==> src/rtl/i2c_master_scheduler.sv <==
// Round-robin scheduler that shares one I2C master engine between NREQ requesters,
// latching the winner's descriptor and retrying lost arbitrations after a bus-idle backoff.
module i2c_master_scheduler #(
  parameter int NREQ      = 2,
  parameter int MAX_RETRY = 3,
  parameter int BACKOFF   = 16,
  parameter int TIMEOUT   = 65535
) (
  input  logic                 clk,
  input  logic                 rst,
  input  logic [NREQ-1:0]      req,
  input  logic [NREQ*10-1:0]   req_addr,
  input  logic [NREQ-1:0]      req_addr_mode,
  input  logic [NREQ-1:0]      req_dir,
  input  logic [NREQ*6-1:0]    req_len,
  output logic [NREQ-1:0]      gnt,
  output logic [NREQ-1:0]      done,
  output logic [1:0]           status,
  output logic [9:0]           bus_address,
  output logic                 address_mode,
  output logic                 data_direction,
  output logic [7:0]           packet_size,
  output logic                 ms_select,
  output logic                 transaction_begin,
  input  logic                 transaction_begin_clear,
  input  logic                 set_transaction_complete_master,
  input  logic                 set_arbitration_lost,
  input  logic                 ack_error_set_master,
  input  logic                 line_busy
);

  localparam int IW = (NREQ > 1) ? $clog2(NREQ) : 1;
  localparam logic [NREQ-1:0] GNT_ONE = NREQ'(1);

  typedef enum logic [2:0] {
    S_IDLE, S_LOAD, S_BEGIN, S_WAIT, S_BACKOFF, S_DONE
  } state_t;

  typedef enum logic [1:0] {
    ST_OK      = 2'b00,
    ST_ACK     = 2'b01,
    ST_ARB     = 2'b10,
    ST_TIMEOUT = 2'b11
  } status_t;

  state_t        state;
  logic [IW-1:0] rr_ptr;
  logic [3:0]    retry_cnt;
  logic [15:0]   to_cnt;
  logic [7:0]    bo_cnt;

  logic          pick_valid;
  logic [IW-1:0] pick_idx;
  logic [IW-1:0] next_ptr;

  assign ms_select = 1'b1;

  // Round-robin search from rr_ptr; iterating downward lets the nearest requester win.
  always_comb begin
    // NOTE: every combinational output gets a default first, so no latch is inferred.
    pick_valid = 1'b0;
    pick_idx   = '0;
    for (int k = NREQ - 1; k >= 0; k--) begin
      if (req[(int'(rr_ptr) + k) % NREQ]) begin
        pick_valid = 1'b1;
        pick_idx   = IW'((int'(rr_ptr) + k) % NREQ);
      end
    end
    next_ptr = (pick_idx == IW'(NREQ - 1)) ? '0 : pick_idx + IW'(1);
  end

  // NOTE: all state is updated with non-blocking assignments so every branch sees pre-edge values.
  always_ff @(posedge clk) begin
    if (rst) begin
      state             <= S_IDLE;
      rr_ptr            <= '0;
      retry_cnt         <= '0;
      to_cnt            <= '0;
      bo_cnt            <= '0;
      gnt               <= '0;
      done              <= '0;
      status            <= ST_OK;
      transaction_begin <= 1'b0;
      bus_address       <= '0;
      address_mode      <= 1'b0;
      data_direction    <= 1'b0;
      packet_size       <= '0;
    end else begin
      done <= '0;
      case (state)
        S_IDLE: begin
          if (pick_valid && !line_busy) begin
            gnt            <= GNT_ONE << pick_idx;
            bus_address    <= req_addr[10*int'(pick_idx) +: 10];
            address_mode   <= req_addr_mode[pick_idx];
            data_direction <= req_dir[pick_idx];
            packet_size    <= {2'b00, req_len[6*int'(pick_idx) +: 6]};
            rr_ptr         <= next_ptr;
            state          <= S_LOAD;
          end
        end

        S_LOAD: begin
          retry_cnt         <= '0;
          to_cnt            <= '0;
          transaction_begin <= 1'b1;
          state             <= S_BEGIN;
        end

        S_BEGIN: begin
          if (to_cnt == 16'(TIMEOUT)) begin
            transaction_begin <= 1'b0;
            done              <= gnt;
            status            <= ST_TIMEOUT;
            state             <= S_DONE;
          end else begin
            to_cnt <= to_cnt + 16'd1;
            if (transaction_begin_clear) begin
              transaction_begin <= 1'b0;
              state             <= S_WAIT;
            end
          end
        end

        // Event priority: arbitration lost, then NACK, then completion, then timeout.
        S_WAIT: begin
          if (set_arbitration_lost) begin
            if (retry_cnt < 4'(MAX_RETRY)) begin
              retry_cnt <= retry_cnt + 4'd1;
              bo_cnt    <= '0;
              state     <= S_BACKOFF;
            end else begin
              done   <= gnt;
              status <= ST_ARB;
              state  <= S_DONE;
            end
          end else if (ack_error_set_master) begin
            done   <= gnt;
            status <= ST_ACK;
            state  <= S_DONE;
          end else if (set_transaction_complete_master) begin
            done   <= gnt;
            status <= ST_OK;
            state  <= S_DONE;
          end else if (to_cnt == 16'(TIMEOUT)) begin
            done   <= gnt;
            status <= ST_TIMEOUT;
            state  <= S_DONE;
          end else begin
            to_cnt <= to_cnt + 16'd1;
          end
        end

        // Any busy cycle restarts the idle run; the retry relaunches with a fresh timeout.
        S_BACKOFF: begin
          if (line_busy) begin
            bo_cnt <= '0;
          end else if (bo_cnt == 8'(BACKOFF - 1)) begin
            bo_cnt            <= '0;
            to_cnt            <= '0;
            transaction_begin <= 1'b1;
            state             <= S_BEGIN;
          end else begin
            bo_cnt <= bo_cnt + 8'd1;
          end
        end

        S_DONE: begin
          gnt   <= '0;
          state <= S_IDLE;
        end

        default: state <= S_IDLE;
      endcase
    end
  end

endmodule
==> config.mk <==
export PLATFORM = sky130hd
export DESIGN_NAME = i2c_master_scheduler
export DESIGN_NICKNAME = d
export VERILOG_FILES = /design/src/rtl/i2c_master_scheduler.sv
export SDC_FILE = /design/constraint.sdc
export NUM_CORES = 1
export LEC_CHECK = 0
export CAP_MARGIN = 20
export CORE_MARGIN = 2
export CORE_UTILIZATION = 53
export CTS_CLUSTER_DIAMETER = 100
export DETAILED_ROUTE_END_ITERATION = 7
export PLACE_DENSITY = 0.85
export SLEW_MARGIN = 20
export SYNTH_ARGS = -nofsm -noshare
export SYNTH_HDL_FRONTEND = slang
export SYNTH_SLANG_ARGS = --single-unit
==> constraint.sdc <==
create_clock -name clk -period 6 [get_ports clk]
set_clock_uncertainty 0.05 [all_clocks]
set_input_delay 1.2 -clock clk [delete_from_list [all_inputs] [get_ports clk]]
set_output_delay 1.2 -clock clk [all_outputs]
set_load 0.1 [all_outputs]
==> results of run 1 <==
## sequential cells by signal, summed over array words and instances, names as in the netlist
register and flops:
rr_ptr 1, retry_cnt 4, state 3, transaction_begin 1
status 2, to_cnt 16, bus_address 10, gnt 2
data_direction 1, done 2, bo_cnt 8, address_mode 1
packet_size 6
## worst max path at each step
stage,to,slack [ps],depth (start not counted)
2_1_floorplan,to_cnt[15]$_SDFFE_PP0P_,3370,6
3_3_place_gp,to_cnt[8]$_SDFFE_PP0P_,2580,6
3_5_place_dp,to_cnt[3]$_SDFFE_PP0P_,2490,6
4_1_cts,to_cnt[3]$_SDFFE_PP0P_,2840,6
5_1_grt,to_cnt[2]$_SDFFE_PP0P_,2730,6
6_report,to_cnt[3]$_SDFFE_PP0P_,2820,6
## layer usage
| layer | wire [um] | global-route usage |
|---|---|---|
| met1 | 2890 | 0.267 |
| met3 | 530 | 0.0897 |
| met4 | 58 | 0.0947 |
| met2 | 3300 | 0.402 |
| met5 | 0 | 0 |
## cell families (layout without fill, tap and decap cells)
logic type      Yosys count  after routing  share of synthesized area
other cells               2              3                    0.00254
fa+ha+maj                 3              3                     0.0127
compound gates           83             83                      0.196
simple gates            142            142                      0.277
buf+inv                  29             92                     0.0470
flops                    57             57                      0.386
mux                      18             18                     0.0610
xor+xnor                  6              6                     0.0178
## synth_stat cells (3+ instances only)
cell type,n,area (um^2)
and4_1,3,26.3
or3_1,4,25.0
xnor2_1,6,52.6
or4_4,6,67.6
nand3_1,12,60.1
buf_2,6,30.0
or4_1,7,52.6
o31ai_1,11,82.6
inv_1,6,22.5
mux2i_1,18,180
nand4_1,4,25.0
o211ai_1,3,22.5
dfxtp_1,57,1140
or2_2,4,25.0
nand2b_1,3,18.8
clkbuf_1,12,45.0
a211oi_1,18,135
nor2b_1,3,18.8
nor3_1,15,75.1
a21oi_1,16,80.1
buf_4,4,30.0
nor4_1,4,25.0
ha_1,3,37.5
a21oi_2,6,52.6
o21ai_0,10,50.1
nand2_1,13,48.8
nand3b_1,3,22.5
nor2_1,44,165
## power by group through the flow
stage	sequential, mW	combinational [mW]	clock (mW)
6_report	0.438	0.380	0.374
5_1_grt	0.443	0.404	0.396
3_5_place_dp	0.444	0.381	0
2_1_floorplan	0.589	0.142	0
3_3_place_gp	0.444	0.376	0
4_1_cts	0.437	0.382	0.378
## critical path, cell delays in order
cell,delay (ps)
clkdlybuf4s50_1,520
nor3_1,290
o211ai_1,160
nand2b_1,450
or4_4,640
a21oi_2,140
## area by class of cell
class	instances	area, um^2
Timing Repair Buffer	70	698
Multi-Input combinational cell	255	1690
Sequential cell	57	1140
Tap cell	72	90.1
Fill cell	415	1590
Clock inverter	2	35.0
Inverter	6	22.5
Clock buffer	14	173
## through the flow
step                 util  total power [mW]
floorplan               -             0.731
global route        0.708              1.24
global placement    0.668             0.820
CTS                 0.706              1.20
finish              0.708              1.19
detailed placement  0.668             0.825
==> results.md, run 1 <==
- Post-Layout Cell Count: 476
- Flop-to-flop setup slack: roughly 3500 ps
- Max_slew headroom: 0.321
- Most common cell after layout, fill and taps aside: clkdlybuf4s50_1
- Async SR Flop Fraction: 0
- Post-Syn Area: 0.00295 mm^2
- Ys flop type: dfxtp_1
- Max-cap check violation count: 0
- CTS root buf: clkbuf_8
- Hold path endpoint: retry_cnt[2]$_SDFFE_PP0P_
- Highest-count cells in the layout ignoring fill and taps: 69 x clkdlybuf4s50_1, 57 x dfxtp_1, 44 x nor2_1
- Vias per cell: 5.72
- Pre-CTS setup slack: 2490 ps
- Buffers on Ports: 69
- Clock H-tree levels: 3
- Actual slew at the worst max-slew pin: approximately 1000 ps
- Die X: between 70 and 80 um
- Crit Path Max Fanout: 18
- Final worst-path cycle share: 0.530
- Layout area overhead: 30.3%
- Hold Fails Final Rpt: 0
- HP Start: retry_cnt[2]$_SDFFE_PP0P_
- Final worst setup slack: 2820 ps
- Internal: approximately 0.75 mW
- Post-CTS resize count: 0
- Final Wtd Congestion: 0.813
- Final wirelength: around 6800 um
- Via count: about 2700
- Post-DP Area: 0.00363 mm^2
- Clk pwr share: 0.314
- WP data arrival: between 3000 and 4000 ps
- Fin. max-slew vios: 0
- Final Hold Slack: 412 ps
- CP endpoint kind: flop
- CP startpoint kind: input pin
- Net Sw Power: 0.447 mW
- Gr usage total: 0.237
- Remaining Overflow, GRT: 0
- Required @ worst endpoint: 6220 ps
- Synthesized area per cell: just under 9 um^2
- Setup bufs post-CTS: 0
- First-pass GRT wire length: 11700 um
- Sequential area share after synthesis: 0.386
- Layout cells sized above 1: 0.104
- R2r endpoint: to_cnt[3]$_SDFFE_PP0P_
- Number of CTS-inserted buffers: 9
- Post-synth EDFFs: 0
- Critical path class: in -> reg
- DR DRC count: 0
- Sw frac: 0.375
- Mapped Cells: 340
- Final setup fails: 0
- Setup TNS: 0 ps
- Drt first-iter violations: 195
- IO Pins: 73
- Worst Hold Path Cells: 2
- Logic pwr share: 0.319
- PwrDens: 310 mW/mm^2
- Largest net degree at the start of global routing: 39
- Worst VDD drop: 244 uV
- Clk Latency, worst-skew pair: roughly 340 ps
- Post-DP HPWL: 4890 um
- Diodes inserted: 0
- Initial core utilization: 0.543
- Routed Antenna Nets: 0
- Site row count: 27
- R2R cell count: 6
- Leak Pwr: 1.36 nW
- Clock Sinks: 57
- Detailed-route wire length per cell: 14.2 um
- DIE AREA: 0.00618 mm^2
- Cells after DPL: 460
- Fmax: 315 MHz
- Distinct cells, synth: 55
- Synth Register Bits: 57
- Yosys Warn Count: 0
- Vias in the first global route: 2634
- Worst-path clk slew: 60 ps
- Antenna violations before repair: 0
- Status: finished, final reports clean
- Drt pass-1 iters: 4
- CTS tree: yes
- Final Instance Area: 0.00385 mm^2
- Hold buffer count at CTS: 0
- Crit path from: set_arbitration_lost
- Die height: 78.6 um
- Clock Path Buffers: 2
- Reg2reg start: bo_cnt[0]$_SDFFE_PP0P_
- RSZ-0062 raised after global routing: no
- Final net count: 447
- Tmin final: 3180 ps
- Reg power frac: 0.367
- Core ar.: 0.00544 mm^2
- Worst hold path type: reg -> reg
(Power assumes the default switching activity.)
==> run 2, diff against run 1 <==
--- a/config.mk
+++ b/config.mk
@@ -7,10 +7,10 @@
 export LEC_CHECK = 0
 export CAP_MARGIN = 20
 export CORE_MARGIN = 2
-export CORE_UTILIZATION = 53
+export CORE_UTILIZATION = 49
 export CTS_CLUSTER_DIAMETER = 100
 export DETAILED_ROUTE_END_ITERATION = 7
-export PLACE_DENSITY = 0.85
+export PLACE_DENSITY = 0.79
 export SLEW_MARGIN = 20
 export SYNTH_ARGS = -nofsm -noshare
 export SYNTH_HDL_FRONTEND = slang
==> constraint.sdc (replaced) <==
create_clock -name clk -period 3.2 [get_ports clk]
set_clock_uncertainty 0.05 [all_clocks]
set_input_delay 0.64 -clock clk [delete_from_list [all_inputs] [get_ports clk]]
set_output_delay 0.64 -clock clk [all_outputs]
set_load 0.1 [all_outputs]
==> results.md, run 2 (synthesis results as in run 1) <==
- Routed Antenna Nets: 0 (unchanged)
- Hold Fails Final Rpt: 0 (unchanged)
- Final wirelength: 6740 um (-0.58%)
- CTS root buf: clkbuf_8
- Final net count: 453 (+1.3%)
- Drt pass-1 iters: 4 (unchanged)
- Highest-count cells in the layout ignoring fill and taps: 57 x dfxtp_1, 44 x nor2_1, 44 x clkdlybuf4s50_1
- Fin. max-slew vios: 0 (unchanged)
- Internal: 1.32 mW (+78%)
- Post-DP HPWL: 4940 um (+1.1%)
- Net Sw Power: 0.850 mW (+90%)
- Detailed-route wire length per cell: 13.9 um (-2.4%)
- Initial core utilization: 0.502 (-0.0412)
- Gr usage total: 0.218 (-0.0189)
- Max-cap check violation count: 0 (unchanged)
- Setup bufs post-CTS: 0 (unchanged)
- Vias in the first global route: 2580 (-2.1%)
- Clk Latency, worst-skew pair: 340 ps (about the same)
- IO Pins: 73 (unchanged)
- Flop-to-flop setup slack: 660 ps (-2790 ps)
- Largest net degree at the start of global routing: 39 (unchanged)
- Leak Pwr: 1.42 nW (+4.4%)
- Vias per cell: 5.66 (-0.99%)
- DIE AREA: 0.00666 mm^2 (+7.7%)
- Max_slew headroom: 0.559 (+0.238)
- Worst hold path type: reg -> reg
- Crit Path Max Fanout: 18 (unchanged)
- Worst-path clk slew: 60 ps (about the same)
- Diodes inserted: 0 (unchanged)
- Most common cell after layout, fill and taps aside: dfxtp_1
- Worst Hold Path Cells: 2 (unchanged)
- Number of CTS-inserted buffers: 9 (unchanged)
- Layout cells sized above 1: 0.176 (+0.0716)
- Clock Path Buffers: 2 (unchanged)
- Hold buffer count at CTS: 0 (unchanged)
- R2R cell count: 6 (unchanged)
- Largest reg by FF count: to_cnt
- CP startpoint kind: flop
- DR DRC count: 0 (unchanged)
- Clock H-tree levels: 3 (unchanged)
- CP endpoint kind: flop
- Post-CTS resize count: 0 (unchanged)
- Buffers on Ports: 69 (unchanged)
- Final Instance Area: 0.00381 mm^2 (-1.1%)
- Antenna violations before repair: 0 (unchanged)
- Die X: 81.6 um (+3.8%)
- Die height: 81.6 um (+3.8%)
- Via count: 2747 (+0.88%)
- Remaining Overflow, GRT: 0 (unchanged)
- Worst VDD drop: 351 uV (+44%)
- Final worst-path cycle share: 0.794
- Post-DP Area: 0.00362 mm^2 (-0.41%)
- Tmin final: 2540 ps
- First-pass GRT wire length: 11100 um (-4.5%)
- Final setup fails: 0 (unchanged)
- WP data arrival: 2760 ps (-640 ps)
- Fmax: between 300 and 400 MHz
- Final Hold Slack: 413 ps (+0.645 ps)
- CTS tree: yes
- Status: finished, final reports clean
- Critical path class: reg -> reg
- Layout area overhead: 28.9%
- PwrDens: 571 mW/mm^2 (+84%)
- Reg power frac: 0.377 (+0.010)
- Clock Sinks: 57 (unchanged)
- Drt first-iter violations: 143 (-27%)
- Regs by FF count: to_cnt x16, bus_address x10, bo_cnt x8
- Required @ worst endpoint: 3420 ps (-2800 ps)
- Sw frac: 0.391 (+0.0162)
- Setup TNS: 0 ps (unchanged)
- Filler Cells Inserted: 523 (+26%)
- Site row count: 28 (+3.7%)
- Logic pwr share: 0.324 (+0.005)
- Clk pwr share: 0.299 (-0.015)
- Final Wtd Congestion: 0.831 (+2.2%)
- Core ar.: 0.00589 mm^2 (+8.2%)
- Final Power: 2.17 mW (+82%)
- Actual slew at the worst max-slew pin: 658 ps (-357 ps)
- Max reg flops: 16 (unchanged)
- RSZ-0062 raised after global routing: no
-- run 2: cell types whose count changed in the layout (fill, tap and decap cells not counted), sizes merged --
cell	change
clkinvlp	+1
clkbuf	-3
clkdlybuf4s50	-25
buf	+31
clkinv	+2
-- run 2: through the flow --
| stage | util | cells | worst slack [ps] |
|---|---|---|---|
| finish | 0.647 | 485 | 661 |
| global route | 0.647 | 485 | 417 |
| CTS | 0.647 | 485 | 644 |
| detailed placement | 0.615 | 469 | 323 |
| global placement | 0.615 | 469 | 379 |
| floorplan | - | 341 | 1130 |
-- run 2: critical path, stage by stage, from the launching register on --
cell and delay [ps]:
dfxtp_1 400, ha_1 260, nand4b_1 240, o31ai_4 370, nand2b_1 390, or4_4 630, a21oi_2 140
-- run 2: worst paths after layout --
path,from,to
max,bo_cnt[0]$_SDFFE_PP0P_,to_cnt[8]$_SDFFE_PP0P_
min,retry_cnt[3]$_SDFFE_PP0P_,retry_cnt[3]$_SDFFE_PP0P_
max reg2reg,bo_cnt[0]$_SDFFE_PP0P_,to_cnt[8]$_SDFFE_PP0P_
min reg2reg,retry_cnt[3]$_SDFFE_PP0P_,retry_cnt[3]$_SDFFE_PP0P_
-- run 2: power groups by stage --
stage / clock network, mW / logic (mW) / registers [mW]
floorplan: 0 / 0.267 / 1.10
global placement: 0 / 0.696 / 0.833
detailed placement: 0 / 0.707 / 0.834
CTS: 0.669 / 0.707 / 0.820
global route: 0.691 / 0.751 / 0.831
finish: 0.649 / 0.704 / 0.820
-- run 2: per-layer routing --
| layer | global-route usage | up-vias | wire, um |
|---|---|---|---|
| met2 | 0.364 | 94 | 3170 |
| met3 | 0.101 | 15 | 601 |
| met1 | 0.229 | 1242 | 2800 |
| li1 | - | 1396 | - |
| met4 | 0.113 | 0 | 163 |
| met5 | 0 | - | 0 |
-- run 2: final cells by class --
type / instances / area (um^2) / share of cell area
Timing Repair Buffer: 76 / 681 / 0.179
Inverter: 6 / 22.5 / 0.00592
Tap cell: 75 / 93.8 / 0.0247
Sequential cell: 57 / 1140 / 0.300
Clock buffer: 11 / 131 / 0.0345
Clock inverter: 5 / 56.3 / 0.0148
Multi-Input combinational cell: 255 / 1680 / 0.441
